File: src/rtl/mul_sched.sv
// Round-robin scheduler sharing one pipelined 19x18 multiplier among N channels.
// It tags each issued operation so the returning product can be routed back to its channel.
`timescale 1ns/1ps
module mul_sched #(
  parameter int N   = 4,
  parameter int LAT = 4,
  parameter int IW  = $clog2(N)
) (
  input  logic              clk,
  input  logic              rst_n,
  input  logic [N-1:0]      req,
  input  logic [19*N-1:0]   a_in,
  input  logic [18*N-1:0]   b_in,
  output logic [N-1:0]      gnt,
  output logic [18:0]       mul_a,
  output logic [17:0]       mul_b,
  output logic              mul_rst,
  input  logic [17:0]       mul_p,
  input  logic              mul_v,
  output logic              res_vld,
  output logic [IW-1:0]     res_id,
  output logic [17:0]       res_p,
  output logic              res_ovf,
  output logic [N-1:0]      ovf_flag,
  input  logic [N-1:0]      ovf_clr,
  output logic              busy
);

  localparam int CW = $clog2(LAT + 1);

  logic [IW-1:0] r_last;
  logic          r_mul_rst;
  logic [CW-1:0] r_rst_cnt;
  logic [18:0]   r_mul_a;
  logic [17:0]   r_mul_b;
  logic [LAT:0]  r_tag_v;
  logic [IW-1:0] r_tag_id [0:LAT];
  logic          r_res_vld;
  logic          r_res_ovf;
  logic [IW-1:0] r_res_id;
  logic [17:0]   r_res_p;
  logic [N-1:0]  r_ovf_flag;

  logic [IW-1:0] w_cand [0:N-1];
  logic          w_found;
  logic [IW-1:0] w_win;
  logic [N-1:0]  w_gnt;
  logic [N-1:0]  w_ovf_set;
  logic [18:0]   w_a;
  logic [17:0]   w_b;

  // w_cand[k] is the channel examined k+1 places after the last winner, wrapped mod N.
  for (genvar gi = 0; gi < N; gi++) begin : g_cand
    logic [IW:0] w_sum;
    assign w_sum       = {1'b0, r_last} + (IW+1)'(gi + 1);
    assign w_cand[gi]  = (w_sum >= (IW+1)'(N)) ? (w_sum[IW-1:0] - IW'(N)) : w_sum[IW-1:0];
    assign w_ovf_set[gi] = r_res_vld & r_res_ovf & (r_res_id == IW'(gi));
  end

  always_comb begin
    w_found = 1'b0;
    w_win   = r_last;
    for (int k = 0; k < N; k++) begin
      if (!w_found && req[w_cand[k]]) begin
        w_found = 1'b1;
        w_win   = w_cand[k];
      end
    end
    if (r_mul_rst) w_found = 1'b0;
    w_gnt = '0;
    if (w_found) w_gnt[w_win] = 1'b1;
  end

  always_comb begin
    w_a = '0;
    w_b = '0;
    for (int k = 0; k < N; k++) begin
      if (w_gnt[k]) begin
        w_a = a_in[19*k +: 19];
        w_b = b_in[18*k +: 18];
      end
    end
  end

  always_ff @(posedge clk or negedge rst_n) begin
    if (!rst_n) begin
      r_last     <= IW'(N - 1);
      r_mul_rst  <= 1'b1;
      r_rst_cnt  <= '0;
      r_mul_a    <= '0;
      r_mul_b    <= '0;
      r_tag_v    <= '0;
      for (int k = 0; k <= LAT; k++) r_tag_id[k] <= '0;
      r_res_vld  <= 1'b0;
      r_res_ovf  <= 1'b0;
      r_res_id   <= '0;
      r_res_p    <= '0;
      r_ovf_flag <= '0;
    end else begin
      // Keep the multiplier in reset long enough to flush its whole pipeline.
      if (r_mul_rst) begin
        if (r_rst_cnt == CW'(LAT)) r_mul_rst <= 1'b0;
        else                       r_rst_cnt <= r_rst_cnt + 1'b1;
      end
      if (w_found) r_last <= w_win;
      r_mul_a    <= w_a;
      r_mul_b    <= w_b;
      r_tag_v    <= {r_tag_v[LAT-1:0], w_found};
      r_tag_id[0] <= w_win;
      for (int k = 1; k <= LAT; k++) r_tag_id[k] <= r_tag_id[k-1];
      r_res_vld  <= r_tag_v[LAT];
      if (r_tag_v[LAT]) begin
        r_res_p   <= mul_p;
        r_res_ovf <= mul_v;
        r_res_id  <= r_tag_id[LAT];
      end
      r_ovf_flag <= (r_ovf_flag & ~ovf_clr) | w_ovf_set;
    end
  end

  assign gnt      = w_gnt;
  assign mul_a    = r_mul_a;
  assign mul_b    = r_mul_b;
  assign mul_rst  = r_mul_rst;
  assign res_vld  = r_res_vld;
  assign res_id   = r_res_id;
  assign res_p    = r_res_p;
  assign res_ovf  = r_res_ovf;
  assign ovf_flag = r_ovf_flag;
  assign busy     = (|r_tag_v) | r_res_vld;

endmodule

File: config.mk
export PLATFORM = sky130hd
export DESIGN_NAME = mul_sched
export DESIGN_NICKNAME = d
export VERILOG_FILES = /design/src/rtl/mul_sched.sv
export SDC_FILE = /design/constraint.sdc
export NUM_CORES = 1
export LEC_CHECK = 0
export ABC_AREA = 1
export BUFFER_PORTS_ARGS = -buffer_cell sky130_fd_sc_hd__buf_2
export CORE_MARGIN = 5
export CORE_UTILIZATION = 25
export CTS_CLUSTER_SIZE = 25
export DETAILED_ROUTE_END_ITERATION = 6
export PLACE_DENSITY_LB_ADDON = 0.05
export SLEW_MARGIN = 20
export SYNTH_ARGS = -nofsm -noshare
export SYNTH_HDL_FRONTEND = slang
export SYNTH_SLANG_ARGS = --single-unit
File: constraint.sdc
create_clock -name clk -period 2.4 [get_ports clk]
set_input_delay 0.12 -clock clk [delete_from_list [all_inputs] [get_ports clk]]
set_output_delay 0.12 -clock clk [all_outputs]
set_load 0.01 [all_outputs]
==> results of run 1 <==
## stage by stage
step                      hold slack, ns   TNS, ns  instances  area [um^2]  utilization
final                             0.0152   -0.0259        952         6670        0.423
after global routing             0.00298     -1.70        952         6670        0.423
after CTS                       0.000262  -0.00432        927         6330        0.402
after detailed placement           0.201         0        862         5440        0.345
after global placement             0.200         0        862         5440        0.345
after floorplan                   -0.176         0        420         3980            -
## cell usage in the layout (no fill, tap or decap), drive strengths merged
cell type	n
nor4	1
xnor2	1
diode	1
nor3	1
o32ai	4
nand2	80
nand4	74
ha	2
dlygate4sd3	38
xor2	1
or2	1
nand3	84
dfrtp	81
o21ai	7
nor2	4
dfstp	3
bufbuf	3
clkinvlp	1
mux2	19
clkinv	4
a21oi	4
clkbuf	12
buf	293
inv	17
## registers in the layout, summed over array words and instances, names as in the netlist, 2 cells and up
name,cells
mul_b,18
res_id,2
r_rst_cnt,3
r_tag_v,5
res_p,18
r_tag_id,10
r_last,2
mul_a,19
ovf_flag,4
## final timing paths
check	startpoint	end	cells after the start
max in group asynchronous	rst_n	r_last[1]	3
worst min-delay path	b_in[18]	mul_b[0]	3
worst min register to register	r_tag_id[9]	r_tag_id[7]	0
worst max-delay path	r_last[0]	gnt[1]	12
worst max register to register	r_last[0]	mul_a[11]	14
min in group asynchronous	rst_n	res_p[13]	3
## tightest hold or removal path, stage by stage
cell     delay, ns
buf_2         0.08
nand2_1       0.05
nand4_1       0.06
## power by group through the flow
stage	clock network, mW	logic [mW]	registers, mW
finish	1.25	8.72	2.29
global route	1.37	9.53	2.35
CTS	1.31	7.81	2.30
detailed placement	0	6.39	2.32
global placement	0	6.30	2.32
floorplan	0	4.14	2.47
## what timing repair did
item / CTS / global route
buffers inserted: 9 / 22
hold endpoints to repair: 116 / 2
setup endpoints to repair: 4 / 41
pin swaps: 5 / 20
gates cloned: 4 / 0
gates resized for setup: 20 / 39
hold buffers: 36 / 2
## layer usage
layer,part of all wire,track usage
met5,0,0
met4,0.016,0.0560
met3,0.073,0.0455
met2,0.50,0.287
met1,0.41,0.201
## layout make-up
| class | instances | share of cell area |
|---|---|---|
| multi-input combinational | 283 | 0.259 |
| clock buffer | 12 | 0.0355 |
| sequential | 84 | 0.316 |
| tap | 216 | 0.0405 |
| antenna | 1 | 0.000375 |
| clock inverter | 4 | 0.00394 |
| inverter | 18 | 0.0113 |
| timing repair buffer | 334 | 0.334 |
## cells by family (layout without fill, tap and decap cells)
logic type | Yosys count | in the layout
buffers and inverters | 53 | 368
other | 0 | 1
muxes | 19 | 19
and+or+nand+nor | 245 | 245
xor gates and xnor gates | 2 | 2
adders and majority gates | 2 | 2
DFF | 84 | 84
AOI/OAI and AO/OA | 15 | 15
==> out/results.tsv, run 1 <==
stage	metric	value	unit
routing	avgRoutedWirePerCell	16.9	um
power_and_ir_drop	pwr-share-comb	0.711	
clock_network	clockBufferDepth	2	
timing	post-route-min-period	2.43	ns
floorplan	die_h	136	um
routing	initialDrtViolationCount	227	
timing	max_freq	0.412	GHz
routing	viasPerCell	4.65	
worst_setup_path	cp-end-kind	output port	
placement	io_buffers	245	
finish	n_fill_cell	1653	
synthesis	synth_top_area_share	0.510	
global_routing	grt_start_max_net_pins	85	
power_and_ir_drop	leakage	3.29	nW
power_and_ir_drop	vdd_drop_max	0.000744	V
floorplan	die_area	18500	um^2
finish	area_growth	67.7	%
clock_network	cts_buffers	9	
worst_setup_path	path_cells	clkinv_4, nand2_2, nand2_2, nand2_2, nand2_4, or2_0, nand3_1, nand2_4, buf_12, nor2_4, buf_12, buf_6	
floorplan	io_pins	246	
floorplan	die_w	136	um
placement	dp_hpwl	11.0	mm
floorplan	coreArea	15800	um^2
routing	wl	16.1	mm
synthesis	syn_area	3980	um^2
timing	worst_slew_pin_slew	0.987	ns
synthesis	synth-async-reset-ratio	1.00	
global_routing	grt_pass1_vias	4519	
synthesis	synth_cell_types	29	
power_and_ir_drop	p_sw	5.56	mW
synthesis	synthAdderAreaFrac	0.00629	
global_routing	grt_pass1_wl	23.8	mm
synthesis	synth_edf_count	0	
worst_setup_path	cp_data_required_time	2.28	ns
timing	setup_viol	1	
routing	first_pass_iters	5	
clock_network	clk_pin_slew	0.06	ns
power_and_ir_drop	power_frac_clock	0.102	
worst_setup_path	critPathSlowestCell	dfstp_2	
finish	seqCellArea	2110	um^2
clock_network	ctsHtreeMaxLevel	3	
worst_setup_path	crit_path_frequent_cell	nand2_2	
timing	drv_slew	0	
worst_setup_path	crit_family	simple AND/OR/NAND/NOR gates	
timing	layout_setup_ws	-0.0259	ns
synthesis	syn_avg_cell_area	9.47	um^2
timing	grt_setup_unrepaired	yes	
run	drv_cap	0	
routing	num_vias	4429	
floorplan	start_util	0.252	
synthesis	synth_xor_area_frac	0.00440	
finish	final_nets	909	
clock_network	cts_tree	built	
synthesis	yosys_register_bits	84	
clock_network	clock_latency	0.33	ns
power_and_ir_drop	swShare	0.454	
power_and_ir_drop	power.density	1840	nW/um^2
global_routing	grt-ovfl-total	0	
placement	routabilityCongestion	0.851	
synthesis	ys_warn_count	0	
worst_setup_path	rrSetupSlack	0.02	ns
synthesis	yosysSeqAreaShare	0.529	
synthesis	synthFlopType	dfrtp_1	
synthesis	synthCells	420	
synthesis	ys_top_cells_by_count	82 x nand3_1, 81 x dfrtp_1, 74 x nand4_1	
timing	relSlewSlack	0.342	
worst_setup_path	cp_slowest_stage_delay	0.62	ns
clock_network	cts.sinks	84	
timing	clock-skew-final	0.00357	ns
power_and_ir_drop	total_power	12.3	mW
timing	hold_viol	0	
routing	drtAntennaViolNets	0	
synthesis	synthTopCellsByArea	dfrtp_1 51%, nand4_1 12%, nand3_1 10%	
routing	route.detailed.drc	0	
floorplan	rows	46	
worst_setup_path	path_max_fanout	6	
worst_setup_path	critPathKind	flip-flop to output port	
synthesis	synth_top_area_cell	dfrtp_1	
synthesis	synth_mux_area_frac	0.0538	
global_routing	grtUsageTotal	0.167	
synthesis	synth-compound-area-share	0.0226	
timing	fin_crit_sh	1.01	
finish	drive_above_1_share	0.501	
synthesis	synth_most_common_cell	nand3_1	
finish	multi_input_area	1730	um^2
run_status	violations	setup timing	
power_and_ir_drop	seqPwrFrac	0.187	
synthesis	synth_nets	599	
min_path	min_path_type	input port to flip-flop	
worst_setup_path	startpoint_type	flip-flop	
clock_network	root_buffer	clkbuf_16	
synthesis	synth_top_family_by_area	simple AND/OR/NAND/NOR gates	
placement	post-place-ws	0.118	ns
synthesis	synthSimpleGateAreaFrac	0.316	
run_status	status	finished with violations	
worst_setup_path	critPathBufInv	4	
power_and_ir_drop	power.internal	6.70	mW
worst_setup_path	worstPathArrival	2.31	ns
global_routing	antenna_found_initial	1	
(Power assumes the default switching activity.)
==> run 2, diff against run 1 <==
--- a/config.mk
+++ b/config.mk
@@ -5,12 +5,12 @@
 export SDC_FILE = /design/constraint.sdc
 export NUM_CORES = 1
 export LEC_CHECK = 0
-export ABC_AREA = 1
 export BUFFER_PORTS_ARGS = -buffer_cell sky130_fd_sc_hd__buf_2
 export CORE_MARGIN = 5
 export CORE_UTILIZATION = 25
 export CTS_CLUSTER_SIZE = 25
 export DETAILED_ROUTE_END_ITERATION = 6
+export MAX_ROUTING_LAYER = met4
 export PLACE_DENSITY_LB_ADDON = 0.05
 export SLEW_MARGIN = 20
 export SYNTH_ARGS = -nofsm -noshare
==> run 2 against run 1 <==
Net effect: the flow now finishes without violations; final cell count is 22% lower; sequential share of layout area is 5.8 points higher; area after synthesis is 6.6% lower; synthesized cell count is 32% lower; first-iteration DRC count is 68% lower; worst setup slack better by 0.25 ns; power is 51% lower; critical path type unchanged; critical endpoint unchanged.
==> out/results.tsv, run 2 <==
stage	metric	value	unit	change
synthesis	synth_top_area_cell	dfrtp_1		
timing	relSlewSlack	0.684		+0.343
power_and_ir_drop	leakage	2.93	nW	-11%
synthesis	synth-async-reset-ratio	1.00		unchanged
clock_network	post_cts_buffers	0		-9
finish	drive_above_1_share	0.536		+0.0354
timing	fin_crit_sh	0.908		-0.103
global_routing	grt_pass1_wl	18.9	mm	-21%
routing	drtAntennaViolNets	0		unchanged
placement	post-place-ws	0.243	ns	+0.125 ns
timing	worst_slew_pin_slew	0.473	ns	-0.514 ns
synthesis	ys_top_cells_by_count	81 x dfrtp_1, 75 x mux2i_1, 39 x o22ai_1		
worst_setup_path	crit_family	buffers and inverters		
placement	routabilityCongestion	0.756		-11%
worst_setup_path	cp-end-kind	output port		
synthesis	synth_cell_types	28		-3.4%
power_and_ir_drop	power.density	1060	nW/um^2	-42%
routing	viasPerCell	4.45		-4.4%
synthesis	synth_most_common_cell	dfrtp_1		
floorplan	die_w	132	um	-3.1%
worst_setup_path	cp_data_required_time	2.28	ns	about the same
finish	n_fill_cell	1489		-9.9%
routing	route.detailed.drc	0		unchanged
finish	final_common_cell	buf_2		
floorplan	rows	44		-4.3%
power_and_ir_drop	power.internal	3.84	mW	-43%
timing	drv_slew	0		unchanged
finish	area_growth	51.4	%	
worst_setup_path	cp_slowest_stage_delay	0.59	ns	-0.03 ns
run	drv_cap	0		unchanged
floorplan	start_util	0.256		+0.00346
synthesis	syn_avg_cell_area	13.0	um^2	+37%
clock_network	clock_latency	0.33	ns	about the same
floorplan	die_h	132	um	-3.1%
placement	dp_hpwl	9.36	mm	-15%
timing	hold_viol	0		unchanged
clock_network	root_buffer	clkbuf_16		
global_routing	antenna_found_initial	0		-1
synthesis	synthCells	286		-32%
finish	diodes	0		-1
synthesis	yosys_register_bits	84		unchanged
power_and_ir_drop	pwr-share-comb	0.441		-0.270
power_and_ir_drop	seqPwrFrac	0.344		+0.157
routing	num_vias	3283		-26%
worst_setup_path	critPathSlowestCell	dfstp_2		
finish	final_nets	728		-20%
power_and_ir_drop	p_sw	2.14	mW	-62%
synthesis	syn_area	3720	um^2	-6.6%
synthesis	yosysSeqAreaShare	0.567		+0.0373
clock_network	clockBufferDepth	2		unchanged
floorplan	die_area	17400	um^2	-6.1%
routing	avgRoutedWirePerCell	15.9	um	-6.0%
run_status	status	finished clean		
worst_setup_path	path_max_fanout	20		+14
timing	grt_setup_unrepaired	no		
timing	post-route-min-period	2.18	ns	-0.247 ns
global_routing	grt_start_max_net_pins	55		-35%
finish	multi_input_area	1450	um^2	-16%
finish	layout_common_cells	244 x buf_2, 81 x dfrtp_1, 75 x mux2i_1, 39 x o22ai_1, 21 x mux2_2		
timing	holdWs	0.0205	ns	+0.00522 ns
placement	post_dp_cell_area	5200	um^2	-4.4%
clock_network	cts_tree	built		
worst_setup_path	path_cells	nand2_1, a31oi_1, nand2_1, inv_4, buf_12, nor2_1, buf_2		
worst_setup_path	worstPathArrival	2.06	ns	-0.25 ns
synthesis	synthFlopType	dfrtp_1		
finish	seqCellArea	2110	um^2	unchanged
min_path	min_path_type	input port to flip-flop		
worst_setup_path	crit_path_frequent_cell	nand2_1		
global_routing	grt_pass1_vias	3600		-20%
clock_network	clk_pin_slew	0.06	ns	about the same
synthesis	synth_edf_count	0		unchanged
timing	max_freq	0.459	GHz	+11%
floorplan	io_pins	246		unchanged
routing	wl	11.7	mm	-27%
finish	fin_area	5630	um^2	-16%
power_and_ir_drop	swShare	0.357		-0.0964
synthesis	synthTopCellsByArea	dfrtp_1 55%, mux2i_1 20%, o22ai_1 6.6%		
synthesis	synth_nets	465		-22%
synthesis	ys_warn_count	0		unchanged
global_routing	grtUsageTotal	0.141		-0.0262
timing	setup_viol	0		-1
finish	largest_reg_flops	19		unchanged
clock_network	cts.sinks	84		unchanged
synthesis	synth_top_area_share	0.545		+0.0359
power_and_ir_drop	power_frac_clock	0.215		+0.113
power_and_ir_drop	vdd_drop_max	0.000387	V	-48%
clock_network	ctsHtreeMaxLevel	3		unchanged
timing	layout_setup_ws	0.221	ns	+0.247 ns
timing	clock-skew-final	0.00643	ns	+0.00286 ns
worst_setup_path	critPathBufInv	3		-1
timing	fin_tns_setup	0	ns	+0.0259 ns
routing	initialDrtViolationCount	73		-68%
worst_setup_path	startpoint_type	flip-flop		
worst_setup_path	critPathKind	flip-flop to output port		
global_routing	grt-ovfl-total	0		unchanged
placement	io_buffers	245		unchanged
routing	first_pass_iters	4		-1
floorplan	coreArea	14500	um^2	-7.8%
clock_network	cts_buffers	9		unchanged
run 2: worst paths after layout:
check | start | slack (ns) | end | cells after the start
setup / recovery | r_last[1] | 0.22 | gnt[1] | 7
hold / removal | mul_p[17] | 0.02 | res_p[17] | 2
setup reg to reg | r_last[1] | 0.31 | mul_a[9] | 7
hold reg to reg | r_tag_id[8] | 0.35 | r_tag_id[6] | 0
max in group asynchronous | rst_n | 1.50 | mul_b[7] | 3
min in group asynchronous | rst_n | 0.26 | res_p[15] | 2
run 2: cell type report:
| class | instances | share of cell area |
|---|---|---|
| Sequential cell | 84 | 0.374 |
| Timing Repair Buffer | 271 | 0.271 |
| Multi-Input combinational cell | 174 | 0.258 |
| Tap cell | 184 | 0.0409 |
| Clock inverter | 6 | 0.00867 |
| Inverter | 9 | 0.00645 |
| Clock buffer | 10 | 0.0407 |
run 2: worst register-to-register path: cells and delay by family, from the launching register on:
kind	cells	cell delay [ns]
buffers and inverters	2	0.56
multiplexers	1	0.30
AO/OA/AOI/OAI	2	0.30
AND/OR/NAND/NOR	2	0.21
flip-flops	1	0.59
run 2: cell families after synthesis:
group | Yosys count | synth area share
AND/OR/NAND/NOR | 25 | 0.0286
XOR/XNOR | 2 | 0.00471
flip-flops | 84 | 0.567
multiplexers | 96 | 0.266
AO/OA/AOI/OAI | 49 | 0.0852
adder cells (fa/ha/maj) | 2 | 0.00673
buffers and inverters | 28 | 0.0424
run 2: timing repair:
item / CTS / global route
gates resized for setup: 0 / 0
hold buffers: 15 / 0
hold endpoints to repair: 41 / 0
run 2: through the flow:
step	power [mW]	utilization	cells
after CTS	6.11	0.387	738
after global placement	4.74	0.358	707
after detailed placement	4.76	0.358	707
after global routing	6.41	0.387	738
after floorplan	3.74	-	286
final	5.98	0.387	738
run 2: power by group through the flow:
stage / logic, mW / registers, mW / clock network, mW
4_1_cts: 2.69 / 2.07 / 1.35
3_5_place_dp: 2.67 / 2.09 / 0
6_report: 2.64 / 2.06 / 1.28
2_1_floorplan: 1.47 / 2.27 / 0
3_3_place_gp: 2.66 / 2.08 / 0
5_1_grt: 2.89 / 2.12 / 1.40
run 2: per-layer routing:
| metal | global-route usage | wire length [um] | up-vias |
|---|---|---|---|
| met3 | 0.0511 | 1150 | 17 |
| met4 | 0.0543 | 244 | 0 |
| met2 | 0.220 | 5550 | 166 |
| li1 | - | - | 1584 |
| met1 | 0.165 | 4790 | 1516 |
| met5 | - | 0 | - |
==> run 3, diff against run 2 <==
--- a/config.mk
+++ b/config.mk
@@ -6,10 +6,10 @@
 export NUM_CORES = 1
 export LEC_CHECK = 0
 export BUFFER_PORTS_ARGS = -buffer_cell sky130_fd_sc_hd__buf_2
-export CORE_MARGIN = 5
 export CORE_UTILIZATION = 25
 export CTS_CLUSTER_SIZE = 25
 export DETAILED_ROUTE_END_ITERATION = 6
+export HOLD_SLACK_MARGIN = 0.03
 export MAX_ROUTING_LAYER = met4
 export PLACE_DENSITY_LB_ADDON = 0.05
 export SLEW_MARGIN = 20
==> run 3 against run 2 <==
Net effect: final cell count up 0.95%; power up 0.37%; critical path depth unchanged; first-iteration DRC count down 6.8%; combinational power down 5%; sequential share of layout area down 0.48 points; wire length down 6.6%; die area down 12%; non-clock buffer count up 7; clock-buffer cell count down 1; global-route usage up 0.46 points; largest cell class unchanged.
==> out/results.tsv, run 3 (synthesis results as in run 2) <==
stage	metric	value	unit	change
routing	initialDrtViolationCount	68		-6.8%
finish	area_growth	53.4	%	
worst_setup_path	critPathSlowestCell	dfstp_2		
timing	drv_slew	0		unchanged
global_routing	grt-ovfl-total	0		unchanged
clock_network	clock_latency	0.34	ns	about the same
global_routing	antenna_found_initial	0		unchanged
finish	final_nets	735		+0.96%
worst_setup_path	worstPathArrival	2.08	ns	+0.02 ns
timing	max_freq	0.454	GHz	-1.1%
run_status	status	finished clean		
worst_setup_path	crit_family	flip-flops		
min_path	min_path_type	input port to flip-flop		
clock_network	cts.sinks	84		unchanged
routing	num_vias	3233		-1.5%
clock_network	cts_buffers	9		unchanged
placement	post-place-ws	0.425	ns	+0.181 ns
routing	route.detailed.drc	0		unchanged
placement	io_buffers	245		unchanged
timing	worst_slew_pin_slew	0.613	ns	+0.140 ns
power_and_ir_drop	power.density	1050	nW/um^2	-0.93%
power_and_ir_drop	vdd_drop_max	0.000440	V	+13%
timing	post-route-min-period	2.20	ns	+0.0232 ns
finish	largest_reg_flops	19		unchanged
run	drv_cap	0		unchanged
timing	fin_crit_sh	0.918		+0.00966
clock_network	hold_buffers	24		+9
worst_setup_path	critPathBufInv	3		unchanged
worst_setup_path	cp_data_required_time	2.28	ns	about the same
worst_setup_path	startpoint_type	flip-flop		
clock_network	cts_tree	built		
global_routing	grtUsageTotal	0.145		+0.00461
timing	grt_setup_unrepaired	no		
timing	hold_viol	0		unchanged
clock_network	ctsResizeCount	0		unchanged
timing	layout_setup_ws	0.198	ns	-0.0232 ns
timing	clock-skew-final	0.00694	ns	+0.000508 ns
timing	relSlewSlack	0.591		-0.0933
routing	wl	11.0	mm	-6.6%
floorplan	coreArea	14500	um^2	unchanged
placement	routabilityCongestion	0.768		+1.5%
global_routing	grtUsageMet1	0.162		-0.00271
floorplan	die_h	124	um	-6.1%
finish	layout_common_cells	244 x buf_2, 81 x dfrtp_1, 75 x mux2i_1, 39 x o22ai_1, 24 x dlygate4sd3_1		
global_routing	grt_start_max_net_pins	46		-16%
global_routing	top_usage_layer	met2		
clock_network	root_buffer	clkbuf_16		
global_routing	grt_pass1_wl	15.9	mm	-16%
global_routing	grt_use_met3	0.0394		-0.0118
placement	dp_hpwl	8.21	mm	-12%
clock_network	ctsHtreeMaxLevel	3		unchanged
finish	drive_above_1_share	0.528		-0.00847
worst_setup_path	path_cells	inv_1, o211ai_1, nand3_1, nand2_1, buf_4, nor2_1, buf_2		
routing	drtAntennaViolNets	0		unchanged
global_routing	grt_use_met2	0.237		+0.0173
finish	diodes	0		unchanged
routing	avgRoutedWirePerCell	14.7	um	-7.5%
routing	first_pass_iters	4		unchanged
floorplan	die_area	15400	um^2	-12%
floorplan	die_w	124	um	-6.1%
timing	fin_tns_setup	0	ns	unchanged
floorplan	io_pins	246		unchanged
timing	setup_viol	0		unchanged
routing	viasPerCell	4.34		-2.4%
worst_setup_path	critPathKind	flip-flop to output port		
finish	final_common_cell	buf_2		
floorplan	start_util	0.256		unchanged
clock_network	clk_pin_slew	0.06	ns	about the same
floorplan	rows	44		unchanged
worst_setup_path	cp-end-kind	output port		
power_and_ir_drop	leakage	2.97	nW	+1.2%
clock_network	clockBufferDepth	2		unchanged
worst_setup_path	path_max_fanout	18		-10%
worst_setup_path	cp_slowest_stage_delay	0.57	ns	-0.02 ns
global_routing	grt_pass1_vias	3174		-12%
clock_network	post_cts_buffers	0		unchanged
-- run 3: changes by cell type in the layout (fill, tap and decap cells not counted), sizes merged --
cell         previous run  this run
dlygate4sd3            15        24
buf                   256       254
bufinv                  0         1
clkbuf                 10         9
clkinv                  2         3
clkinvlp                3         2
-- run 3: area by class of cell --
| class | count | area (um^2) |
|---|---|---|
| Fill cell | 1445 | 8830 |
| Sequential cell | 84 | 2110 |
| Timing Repair Buffer | 278 | 1570 |
| Multi-Input combinational cell | 174 | 1450 |
| Tap cell | 184 | 230 |
| Clock buffer | 9 | 225 |
| Clock inverter | 7 | 76.3 |
| Inverter | 9 | 36.3 |
-- run 3: worst paths after layout --
kind / from / end / cells after the start / slack (ns)
worst min register to register: r_tag_id[4] / r_tag_id[2] / 0 / 0.35
min in group asynchronous: rst_n / res_p[14] / 2 / 0.33
worst max register to register: r_last[1] / mul_b[10] / 7 / 0.44
worst max-delay path: r_last[0] / gnt[3] / 7 / 0.20
worst min-delay path: a_in[28] / mul_a[9] / 3 / 0.07
max in group asynchronous: rst_n / res_p[0] / 3 / 1.43
-- run 3: stage by stage --
stage               utilization  power (mW)  cell area (um^2)  cells  hold slack [ns]
floorplan                     -        3.74              3720    286           -0.176
CTS                       0.392        6.11              5700    745           0.0539
global placement          0.355        4.61              5160    705            0.176
global route              0.392        6.42              5700    745           0.0701
finish                    0.392        6.00              5700    745           0.0693
detailed placement        0.355        4.64              5160    705            0.189
-- run 3: power by group --
group | leakage (nW) | total [mW] | switching (mW) | internal, mW
Combinational | 1.84 | 2.52 | 1.34 | 1.18
Clock | 0.142 | 1.41 | 0.603 | 0.812
Sequential | 0.989 | 2.06 | 0.161 | 1.90
Total | 2.97 | 6.00 | 2.11 | 3.89
-- run 3: worst reg2reg max path: stages, from the launching register on --
cell,delay [ns]
dfstp_2,0.59
nand2_1,0.07
a31oi_1,0.16
nand2_1,0.15
inv_4,0.23
buf_12,0.26
mux2i_1,0.28
o22ai_1,0.11
-- run 3: per-layer routing --
layer	vias up	part of all wire
met5	-	0
met2	159	0.48
met4	0	0.022
met3	15	0.085
li1	1588	-
met1	1471	0.41
